$ cat src/rtl/instr_fetch_sequencer.sv
// Fetch/decode/execute sequencer placed in front of instruction_decoder.
// Owns the PC, fetches words over a req/ack handshake, screens the opcode,
// hands off to the execute stage and counts retirements. Every output is a
// register; the combinational process computes the next value of each one.
module instr_fetch_sequencer #(
    parameter logic [31:0] RESET_PC     = 32'h0000_0000,
    parameter int          IMEM_TIMEOUT = 16
) (
    input  logic        clk,
    input  logic        rst_n,
    input  logic        start,
    output logic        imem_req,
    output logic [31:0] imem_addr,
    input  logic        imem_ack,
    input  logic [31:0] imem_rdata,
    output logic [31:0] instr,
    output logic        instr_valid,
    output logic        exec_start,
    input  logic        exec_done,
    input  logic        branch_taken,
    input  logic [31:0] branch_target,
    output logic [31:0] pc,
    output logic [31:0] retired,
    output logic        halted,
    output logic        fault,
    output logic [1:0]  fault_code
);

    localparam int          CNT_W     = $clog2(IMEM_TIMEOUT + 1);
    localparam logic [CNT_W-1:0] CNT_LAST = CNT_W'(IMEM_TIMEOUT - 1);
    localparam logic [31:0] NOP_WORD  = 32'h0000_0013;
    localparam logic [6:0]  OP_SYSTEM = 7'b1110011;

    localparam logic [1:0] CODE_TIMEOUT    = 2'b01;
    localparam logic [1:0] CODE_ILLEGAL    = 2'b10;
    localparam logic [1:0] CODE_MISALIGNED = 2'b11;

    typedef enum logic [2:0] {
        S_IDLE,
        S_FETCH,
        S_DECODE,
        S_EXEC,
        S_HALT,
        S_FAULT
    } state_t;

    state_t            state, state_d;
    logic [CNT_W-1:0]  cnt, cnt_d;
    logic [31:0]       pc_d, instr_d, retired_d;
    logic              req_d, valid_d, exec_start_d, halted_d, fault_d;
    logic [1:0]        code_d;
    logic              go_fetch;
    logic [31:0]       fetch_pc;

    // Opcodes the execute stage accepts; SYSTEM is handled separately.
    function automatic logic is_legal(input logic [6:0] op);
        case (op)
            7'b0110011, 7'b0010011, 7'b0000011,
            7'b1100111, 7'b0100011, 7'b1100011,
            7'b0110111, 7'b0010111, 7'b1101111: is_legal = 1'b1;
            default:                            is_legal = 1'b0;
        endcase
    endfunction

    assign imem_addr = pc;

    // Next-state and next-output computation for every registered output.
    always_comb begin
        state_d      = state;
        cnt_d        = cnt;
        pc_d         = pc;
        instr_d      = instr;
        retired_d    = retired;
        req_d        = imem_req;
        valid_d      = instr_valid;
        exec_start_d = 1'b0;
        halted_d     = halted;
        fault_d      = fault;
        code_d       = fault_code;
        go_fetch     = 1'b0;
        fetch_pc     = pc;

        case (state)
            S_IDLE: begin
                if (start) begin
                    go_fetch = 1'b1;
                    fetch_pc = pc;
                end
            end
            S_FETCH: begin
                // An ack in the last allowed cycle takes priority over the timeout.
                if (imem_ack) begin
                    instr_d = imem_rdata;
                    cnt_d   = '0;
                    req_d   = 1'b0;
                    valid_d = 1'b1;
                    state_d = S_DECODE;
                end else if (cnt == CNT_LAST) begin
                    cnt_d   = '0;
                    req_d   = 1'b0;
                    fault_d = 1'b1;
                    code_d  = CODE_TIMEOUT;
                    state_d = S_FAULT;
                end else begin
                    cnt_d = cnt + 1'b1;
                end
            end
            S_DECODE: begin
                if (is_legal(instr[6:0])) begin
                    exec_start_d = 1'b1;
                    state_d      = S_EXEC;
                end else if (instr[6:0] == OP_SYSTEM) begin
                    valid_d  = 1'b0;
                    halted_d = 1'b1;
                    state_d  = S_HALT;
                end else begin
                    valid_d = 1'b0;
                    fault_d = 1'b1;
                    code_d  = CODE_ILLEGAL;
                    state_d = S_FAULT;
                end
            end
            S_EXEC: begin
                if (exec_done) begin
                    retired_d = retired + 32'd1;
                    valid_d   = 1'b0;
                    go_fetch  = 1'b1;
                    fetch_pc  = branch_taken ? branch_target : pc + 32'd4;
                end
            end
            S_HALT: begin
                if (start) begin
                    halted_d = 1'b0;
                    go_fetch = 1'b1;
                    fetch_pc = pc + 32'd4;
                end
            end
            S_FAULT: begin
                state_d = S_FAULT;
            end
            default: begin
                state_d = S_IDLE;
            end
        endcase

        // Entering FETCH: a misaligned PC faults before any request goes out.
        if (go_fetch) begin
            pc_d  = fetch_pc;
            cnt_d = '0;
            if (fetch_pc[1:0] != 2'b00) begin
                fault_d = 1'b1;
                code_d  = CODE_MISALIGNED;
                state_d = S_FAULT;
            end else begin
                req_d   = 1'b1;
                state_d = S_FETCH;
            end
        end
    end

    // State register.
    always_ff @(posedge clk or negedge rst_n) begin
        if (!rst_n) begin
            state <= S_IDLE;
        end else begin
            state <= state_d;
        end
    end

    // Output and datapath registers; reset clears them immediately.
    always_ff @(posedge clk or negedge rst_n) begin
        if (!rst_n) begin
            cnt         <= '0;
            pc          <= RESET_PC;
            instr       <= NOP_WORD;
            retired     <= '0;
            imem_req    <= 1'b0;
            instr_valid <= 1'b0;
            exec_start  <= 1'b0;
            halted      <= 1'b0;
            fault       <= 1'b0;
            fault_code  <= 2'b00;
        end else begin
            cnt         <= cnt_d;
            pc          <= pc_d;
            instr       <= instr_d;
            retired     <= retired_d;
            imem_req    <= req_d;
            instr_valid <= valid_d;
            exec_start  <= exec_start_d;
            halted      <= halted_d;
            fault       <= fault_d;
            fault_code  <= code_d;
        end
    end

endmodule

$ cat config.mk
export PLATFORM = sky130hd
export DESIGN_NAME = instr_fetch_sequencer
export DESIGN_NICKNAME = d
export VERILOG_FILES = /design/src/rtl/instr_fetch_sequencer.sv
export SDC_FILE = /design/constraint.sdc
export NUM_CORES = 1
export LEC_CHECK = 0
export ABC_AREA = 1
export BUFFER_PORTS_ARGS = -buffer_cell sky130_fd_sc_hd__buf_2
export CAP_MARGIN = 40
export CORE_MARGIN = 2
export CORE_UTILIZATION = 47
export CTS_CLUSTER_SIZE = 16
export DETAILED_ROUTE_END_ITERATION = 8
export GPL_ROUTABILITY_DRIVEN = 0
export PLACE_DENSITY = 0.84
export SKIP_LAST_GASP = 1
export SLEW_MARGIN = 20
export SYNTH_ARGS = -nofsm -noshare
export SYNTH_HDL_FRONTEND = slang
export SYNTH_SLANG_ARGS = --single-unit
$ cat constraint.sdc
create_clock -name clk -period 1.6 [get_ports clk]
set_input_delay 0.32 -clock clk [delete_from_list [all_inputs] [get_ports clk]]
set_output_delay 0.32 -clock clk [all_outputs]
set_load 0.03 [all_outputs]
Word level (Yosys, flattened, before mapping). Cells that the tools add are included.

Divide/modulo/power cells: 0. Order comparisons: 0. Bitwise logic cells: 0. $mul: 0. Reduce and logical (&&, ||, !) cells: 15. Muxes and demuxes: 49. Add/subtract/negate cells: 3. Shifts and indexed selects: 0. Eq/ne operators: 23.

Operators by type and width (number): $mux W32 (3); $pmux W32 S2 (1); $add A32 B1 Y32 const B (1); $add A32 B3 Y32 const B (1); $eq A7 B7 Y1 const B (4); $mux W1 (24); $eq A7 B6 Y1 const B (3); $mux W5 (4); $mux W3 (5); $eq A7 B5 Y1 const B (2); $mux W2 (6); $pmux W3 S4 (1); $reduce_and A4 Y1 (3); $ne A2 B2 Y1 const B (5); $reduce_or A9 Y1 (1); $reduce_bool A2 Y1 (4); $eq A7 B2 Y1 const B (1); $eq A3 B2 Y1 const B (2); $eq A3 B3 Y1 const B (2); $pmux W1 S2 (3); $reduce_and A2 Y1 (3); $add A5 B1 Y5 const B (1); $eq A5 B4 Y1 const B (1); $ne A4 B4 Y1 const B (1); other kinds (8) (8).

Input port bits: 70. Bits in read-only memories: 0. Memories: 0. Register bits: 111. Output and inout bits: 135. Bits in latches: 0. RAM bits: 0.

Depth between registers and ports, before layout. Gate-level depths: netlist of the first run.

Depth after elaboration: 8. Depth in mapped cells: 11. Mapped depth without buffers: 11.

Worst setup path after synthesis of the first run. OpenSTA, ideal clock, no wires.

Path kind: reg-to-reg. From: reg pc[2], in the netlist imem_addr[2]. To: reg pc[16], in the netlist imem_addr[16]. Stages on the path, launching flop included: 11. Path slack: -0.201 ns. Path buffers: 0. Arrival time: 1.674 ns. Setup time: 0.127 ns. Cell sequence: dfrtp_1 -> ha_1 -> nand2_1 -> nor2_2 -> nand3_1 -> nor2_1 -> nand2_1 -> nand3_1 -> nand2_1 -> nand2_1 -> o21ai_0.

Cells in the longest elaborated chain, start to end: 4. Elaborated cells between the ends (all ways): 5.

RTL lines: start: declaration (line 22) `output logic [31:0] pc,`; start signal: assignment (line 185) `pc <= pc_d;`; $add A32 B3 Y32 (*) (line 128, 135); $mux W32 (line 128) `fetch_pc = branch_taken ? branch_target : pc + 32'd4;`; $mux W32 (line 124) `if (exec_done) begin`; $pmux W32 S2 (*) (line 83) `case (state)`.

Mark *: on every way between the ends. The rest lies on a longest branch, timed or not. The select of a mux whose other input is x is not followed. A chain may end at the register's enable or synchronous reset.

Worst setup path in the final report of the first run.
From: reg retired[11]. To: reg retired[25].

Cells in the longest elaborated chain, start to end: 1.

RTL lines: start: declaration (line 23) `output logic [31:0] retired,`; start signal: assignment (line 187) `retired <= retired_d;`; $add A32 B1 Y32 (line 125) `retired_d = retired + 32'd1;`.

No other way between the ends.

==> implementation parameters, run 1 <==
Parameter                              Value

Setup path
  Largest stage delay, worst path ... 0.44 ns
  Category of the worst setup path launch point ... flop
  Reg2Reg Capture Point ... retired[25]
  Crit-path slowest cell ... sky130_fd_sc_hd__dfrtp_1
  Required time of the critical path ... 1.86 ns
  Number of cells on the worst reg-to-reg path ... 9
  Critical setup path kind ... flop to flop
  Register-to-Register Setup Slack ... -0.05 ns
  Critical-path maximum fanout ... 4
  Data arrival time of the worst path ... 1.90 ns
  Dominant cell type by count on the critical path ... sky130_fd_sc_hd__nand2_1
  Source of the critical timing path ... retired[11]
  Sort of element at the end of the critical path ... flop
  Start of the worst register-to-register path ... retired[11]
  Critical path, cell by cell ... nand2_1, nor2_1, buf_4, nand2_1, nor3_1, nand2_1, xnor2_1, nand2_1, nand2_1

Synth
  Number of enable flip-flop cells after synthesis ... 0
  Sequential element share of the synthesized area ... 42.5%
  Flip-flop cell with the highest count after synthesis ... sky130_fd_sc_hd__dfrtp_1
  Most common cell in the netlist ... sky130_fd_sc_hd__nand2_1
  Top cells by area in the synthesized netlist ... sky130_fd_sc_hd__dfrtp_1 41%, sky130_fd_sc_hd__nand2_1 18%, sky130_fd_sc_hd__nor2_1 5.3%
  Count of cell types in the netlist ... 39
  List of most frequent post-synthesis cells ... 314 x sky130_fd_sc_hd__nand2_1, 108 x sky130_fd_sc_hd__dfrtp_1, 92 x sky130_fd_sc_hd__nor2_1, 74 x sky130_fd_sc_hd__inv_1, 63 x sky130_fd_sc_hd__nand3_1
  Syn. warnings ... 0
  Cell area after synthesis ... 6540 um^2
  Proportion of synthesized flip-flops having asynchronous set or reset ... 100%
  Number of nets in the synthesized netlist ... 949
  Number of standard cells after synthesis ... 876
  Average instance area after synthesis ... 7.46 um^2
  Synthesized flop and latch total ... 111
  Synth area leader ... sky130_fd_sc_hd__dfrtp_1
  Fraction of post-synthesis cell area in the top cell type by area ... 41.3%

Timing
  Hold Violations, Final ... 0
  Setup slack after layout ... -0.0453 ns
  RSZ-0062 raised after global routing ... true
  Setup-violating endpoint count in the final report ... 3
  Worst Skew ... 0.0114 ns
  Slew Limit Headroom ... 70.6%
  Min Tclk post-route ... 1.65 ns
  Fraction of the cycle the final worst path needs ... 103%
  Final max-slew violation count ... 0
  Peak Freq ... 608 MHz
  Worst-margin pin slew ... 0.441 ns

Worst hold path
  Worst Hold Depth ... 2
  Worst min path class ... input port to flop
  Worst hold path endpoint ... instr[0]
  Startpoint of the tightest hold check path ... imem_rdata[0]

Global route
  Pin count of the biggest net entering global routing ... 41
  Wire length of the first global-routing pass ... 30.5 mm
  Most congested layer reported by global routing ... met2
  Met2 capacity usage during global routing ... 45.6%
  Number of antenna violations at the first check in global routing ... 0
  Met1 routing resource usage after global routing ... 31.5%
  Global-route congestion overflow total ... 0
  Fraction of met3 tracks used by global routing ... 5.81%
  Total routing usage reported by global routing ... 26.2%
  Via count of the first global-routing pass ... 6508

Pwr
  Sw frac ... 46.8%
  Worst IR Drop VDD ... 1.24 mV
  Portion of total power attributed to sequential cells ... 31.3%
  Clock group share of total power ... 16.4%
  Ratio of total power to cell area ... 1570 nW/um^2
  Combinational fraction of design power ... 52.3%
  Sw Pwr ... 6.85 mW
  Leakage dissipation ... 4.70 nW
  Internal portion of total power ... 7.79 mW

Floorplanning
  Horizontal die dimension ... 122 um
  Overall die height ... 122 um
  Number of standard-cell rows in the floorplan ... 43
  Starting density of the core ... 47.7%
  Total die area ... 14900 um^2
  Area of the core ... 13700 um^2
  # IOs ... 205

Cells and area
  Total area of multi-input combinational cells ... 3610 um^2
  Nets ... 1223
  Cell area after layout ... 9290 um^2
  Register area ... 2810 um^2
  FILL cells ... 1050
  Share of cells above drive strength 1 ... 42.2%
  N_diodes ... 0
  Area Overhead vs Synth ... 42.2%

Place
  Placed cell areas ... 8110 um^2
  Total of buffers placed on input and output ports ... 204
  Worst-case setup slack after placement ... -0.0762 ns
  Total half-perimeter wirelength after legalization and detailed placement ... 14.6 mm

Clock tree
  Worst skew pair latency ... 0.36 ns
  Maximum clock insertion buffer count ... 2
  CTS tree ... yes
  Maximum level of the CTS H-tree ... 3
  TritonCTS sink count ... 111
  Clock buffers created by TritonCTS ... 9
  Buffer cell driving the clock tree root ... sky130_fd_sc_hd__clkbuf_16
  Clock-pin slew on the worst setup and hold paths ... 0.08 ns

Run status
  Violations in the final reports ... setup timing
  Result of the run ... complete, but fails checks

Drt
  Number of design-rule violations left by the first detailed-router iteration ... 726
  Length of the first detailed-routing pass in iterations ... 5
  Post-route ant nets ... 0
  Final routed DRC violation total ... 0
  Wire length reported by the detailed router ... 21.2 mm
  Average vias per placed instance ... 5.31
  Routed len/inst ... 15.9 um
  Vias ... 7087

Job
  Maximum Capacitance Violations ... 0
## repair_timing
action	CTS	global route
pin swaps	3	41
gates resized for setup	10	148
setup buffers	1	28
hold buffers	1	0
setup endpoints to repair	31	94
hold endpoints to repair	28	0
cloned	0	5
## routing by layer
metal | up-vias | part of all wire (%)
met5 | - | 0
met4 | 0 | 3.1
met3 | 54 | 8.3
met2 | 384 | 51
met1 | 3335 | 38
li1 | 3314 | -
## placed cells by master (no fill, tap or decap), types with 6 or more instances in the layout
master,Yosys,layout
sky130_fd_sc_hd__nor2_2,1,21
sky130_fd_sc_hd__o21ai_1,2,10
sky130_fd_sc_hd__nand2_2,0,16
sky130_fd_sc_hd__inv_1,74,68
sky130_fd_sc_hd__dfrtp_1,108,85
sky130_fd_sc_hd__xnor2_1,14,14
sky130_fd_sc_hd__nand4_1,9,9
sky130_fd_sc_hd__xor2_1,17,17
sky130_fd_sc_hd__nor3_1,14,10
sky130_fd_sc_hd__a21oi_1,14,11
sky130_fd_sc_hd__buf_2,10,203
sky130_fd_sc_hd__buf_6,1,11
sky130_fd_sc_hd__clkbuf_16,0,13
sky130_fd_sc_hd__mux2_2,24,24
sky130_fd_sc_hd__nand2_1,314,292
sky130_fd_sc_hd__nor2_1,92,60
sky130_fd_sc_hd__buf_4,34,86
sky130_fd_sc_hd__nand3_4,0,6
sky130_fd_sc_hd__buf_12,0,7
sky130_fd_sc_hd__nand2_4,2,7
sky130_fd_sc_hd__nand3_2,2,14
sky130_fd_sc_hd__nand3_1,63,45
sky130_fd_sc_hd__dfrtp_2,0,23
sky130_fd_sc_hd__nor2_4,2,14
sky130_fd_sc_hd__o21ai_0,39,27
## sequential cells by signal, indices dropped and copies added, names as in the netlist
name,flops
instr_valid,1
fault,1
fault_code,2
instr,32
imem_req,1
state,3
imem_addr,32
exec_start,1
retired,32
halted,1
cnt,5
## through the flow
stage / std cells / util (%) / total power, mW / setup TNS (ns) / hold WS (ns)
after CTS: 1302 / 61.8 / 13.7 / -0.194 / 0.160
after floorplan: 876 / - / 9.06 / 0 / 0.0244
after global routing: 1335 / 67.7 / 15.4 / -1.83 / 0.178
after global placement: 1284 / 59.1 / 11.0 / -0.00296 / 0.288
final: 1335 / 67.7 / 14.6 / -0.103 / 0.182
after detailed placement: 1284 / 59.1 / 11.2 / -0.394 / 0.293
## cell families (layout without fill, tap and decap cells)
kind of cell / count (synthesis) / in the layout / share of synthesized area [%]
buffers and inverters: 126 / 405 / 9.49
adders and majority gates: 3 / 3 / 0.574
xor gates and xnor gates: 31 / 31 / 4.15
and+or+nand+nor: 511 / 511 / 32.8
muxes: 30 / 30 / 5.17
AOI/OAI and AO/OA: 64 / 64 / 5.26
DFF: 111 / 111 / 42.5
## power by group through the flow
stage | clock, mW | sequential (mW) | combinational (mW)
after global placement | 0 | 4.49 | 6.56
after floorplan | 0 | 6.12 | 2.94
after CTS | 2.43 | 4.49 | 6.77
after detailed placement | 0 | 4.53 | 6.71
after global routing | 2.54 | 4.67 | 8.18
final | 2.40 | 4.58 | 7.65
## final cells by class
| type | instances | area share (%) |
|---|---|---|
| flip-flops and latches | 111 | 30.2 |
| clock buffers | 9 | 2.42 |
| well taps | 180 | 2.42 |
| inverters | 77 | 3.22 |
| clock inverters | 7 | 0.942 |
| repair buffers | 312 | 21.9 |
| multi-input cells | 639 | 38.9 |
## worst max-delay path: cells and delay by family, from the launching register on
family | cells | cell delay [ns]
xor+xnor | 1 | 0.13
buf+inv | 1 | 0.17
flops | 1 | 0.44
simple gates | 7 | 0.80
## worst max-delay path by stage
stage                     to
3_3_place_gp     retired[22]
4_1_cts        imem_addr[13]
6_report         retired[25]
5_1_grt        imem_addr[10]
2_1_floorplan    retired[23]
3_5_place_dp     retired[22]
Note: power is estimated with default switching activity, not from simulation.
==> inputs of run 2 (changes only) <==
CORE_UTILIZATION = 56   (was 47)
PLACE_DENSITY = 0.93   (was 0.84)
clock period = 1.9 ns   (was 1.6 ns; I/O delays follow)
==> run 2 against run 1 <==
The run now ends clean. Routed wire length fell by 10%. Worst hold slack improved by 0.049 ns. Via count fell by 6.5%. Non-clock buffer count fell by 88. Combinational power fell by 34%. Clock skew fell by 0.00070 ns. Sequential share of layout area rose by 5.0 points. Worst setup slack improved by 0.13 ns.
==> implementation parameters, run 2 (synthesis gave the netlist of run 1 again) <==
Parameter                              Value

Run status
  Result of the run ... complete, no violations

Clock tree
  CTS tree ... yes
  Maximum level of the CTS H-tree ... 3
  Worst skew pair latency ... 0.36 ns
  Maximum clock insertion buffer count ... 2
  Buffer cell driving the clock tree root ... sky130_fd_sc_hd__clkbuf_16
  Clock-pin slew on the worst setup and hold paths ... 0.08 ns
  TritonCTS sink count ... 111
  Clock buffers created by TritonCTS ... 9

Global route
  Pin count of the biggest net entering global routing ... 41
  Wire length of the first global-routing pass ... 30.7 mm
  Global-route congestion overflow total ... 0
  Via count of the first global-routing pass ... 6357
  Number of antenna violations at the first check in global routing ... 0
  Total routing usage reported by global routing ... 30.7%

Cells and area
  Highest-count cells in the layout ignoring fill and taps ... 314 x sky130_fd_sc_hd__nand2_1, 203 x sky130_fd_sc_hd__buf_2, 107 x sky130_fd_sc_hd__dfrtp_1, 87 x sky130_fd_sc_hd__nor2_1, 74 x sky130_fd_sc_hd__inv_1
  FILL cells ... 867
  Share of cells above drive strength 1 ... 26.8%
  N_diodes ... 0
  Most common cell after layout, fill and taps aside ... sky130_fd_sc_hd__nand2_1
  Core utilization of the finished layout ... 69.2%
  Area Overhead vs Synth ... 20.9%
  Nets ... 1135

Setup path
  Start of the worst register-to-register path ... retired[13]
  Required time of the critical path ... 2.15 ns
  Reg2Reg Capture Point ... retired[24]
  Critical-path maximum fanout ... 4
  Sort of element at the end of the critical path ... flop
  Data arrival time of the worst path ... 2.07 ns
  Critical setup path kind ... flop to flop
  Register-to-Register Setup Slack ... 0.08 ns
  Category of the worst setup path launch point ... flop
  Number of cells on the worst reg-to-reg path ... 6

Floorplanning
  # IOs ... 205
  Starting density of the core ... 57.3%
  Number of standard-cell rows in the floorplan ... 39
  Total die area ... 12600 um^2
  Overall die height ... 112 um
  Horizontal die dimension ... 112 um
  Area of the core ... 11400 um^2

Timing
  Slew Limit Headroom ... 69.7%
  Fraction of the cycle the final worst path needs ... 95.6%
  Worst-margin pin slew ... 0.454 ns
  Final max-slew violation count ... 0
  Hold Violations, Final ... 0
  Worst Skew ... 0.0107 ns
  Peak Freq ... 551 MHz
  Worst hold slack ... 0.231 ns
  Setup slack after layout ... 0.0845 ns
  Min Tclk post-route ... 1.82 ns
  Setup-violating endpoint count in the final report ... 0

Worst hold path
  Worst Hold Depth ... 2
  Worst min path class ... input port to flop
  Startpoint of the tightest hold check path ... imem_rdata[10]
  Worst hold path endpoint ... instr[10]

Drt
  Vias ... 6626
  Average vias per placed instance ... 5.48
  Routed len/inst ... 15.7 um
  Length of the first detailed-routing pass in iterations ... 8
  Final routed DRC violation total ... 0
  Number of design-rule violations left by the first detailed-router iteration ... 716
  Wire length reported by the detailed router ... 19.0 mm
  Post-route ant nets ... 0

Place
  Worst-case setup slack after placement ... 0.0265 ns
  Total half-perimeter wirelength after legalization and detailed placement ... 14.2 mm
  Total of buffers placed on input and output ports ... 204

Job
  Maximum Capacitance Violations ... 0

Pwr
  Post-layout power ... 10.8 mW
  Worst IR Drop VDD ... 1.49 mV
  Leakage dissipation ... 4.12 nW
  Ratio of total power to cell area ... 1370 nW/um^2
run 2: changes by cell type in the layout (fill, tap and decap cells not counted), sizes merged:
| cell | before | now |
|---|---|---|
| buf | 307 | 223 |
| bufinv | 1 | 0 |
| clkinv | 0 | 1 |
| clkbuf | 13 | 10 |
| clkinvlp | 2 | 1 |
run 2: critical path: stages, from the launching register on:
cell and delay, ns:
sky130_fd_sc_hd__dfrtp_1 0.42, sky130_fd_sc_hd__inv_1 0.12, sky130_fd_sc_hd__nor3_2 0.31, sky130_fd_sc_hd__nand3_1 0.29, sky130_fd_sc_hd__nor3_4 0.28, sky130_fd_sc_hd__nand3_1 0.14
sky130_fd_sc_hd__xnor2_1 0.15
run 2: power by group:
| group | internal [mW] | total, mW | switching [mW] |
|---|---|---|---|
| Clock | 0.909 | 1.84 | 0.934 |
| Combinational | 1.52 | 5.08 | 3.56 |
| Sequential | 3.11 | 3.92 | 0.802 |
run 2: per-stage QoR:
stage | TNS (ns) | cells | instance area [um^2]
global route | -0.0926 | 1210 | 7900
finish | 0 | 1210 | 7900
floorplan | 0 | 876 | 6540
CTS | 0 | 1209 | 7870
global placement | 0 | 1192 | 7580
detailed placement | 0 | 1192 | 7580
run 2: cell type report:
type	count	area [um^2]	share of cell area, %
Multi-Input combinational cell	639	3160	40.0
Clock inverter	6	47.5	0.602
Sequential cell	111	2780	35.2
Inverter	77	289	3.66
Tap cell	143	179	2.26
Timing Repair Buffer	224	1210	15.4
Clock buffer	10	229	2.90
run 2: layer usage:
layer	vias up	part of all wire (%)	track usage (%)
met4	0	2.7	11.5
li1	3120	-	-
met5	-	0	0
met3	49	9.7	5.56
met2	404	50	53.4
met1	3053	38	38.5
run 2: worst max-delay path by stage:
stage,from,to
after global routing,state[2],retired[22]
after detailed placement,state[2],imem_addr[20]
after global placement,state[2],imem_addr[20]
final,retired[13],retired[24]
after CTS,state[2],imem_addr[20]
after floorplan,imem_addr[2],imem_addr[16]
run 2: what timing repair did:
item | CTS | global route
endpoints found under the setup margin | 0 | 14
endpoints found under the hold margin | 28 | 0
setup buffers | 0 | 1
gates resized for setup | 0 | 8
hold buffers | 1 | 0
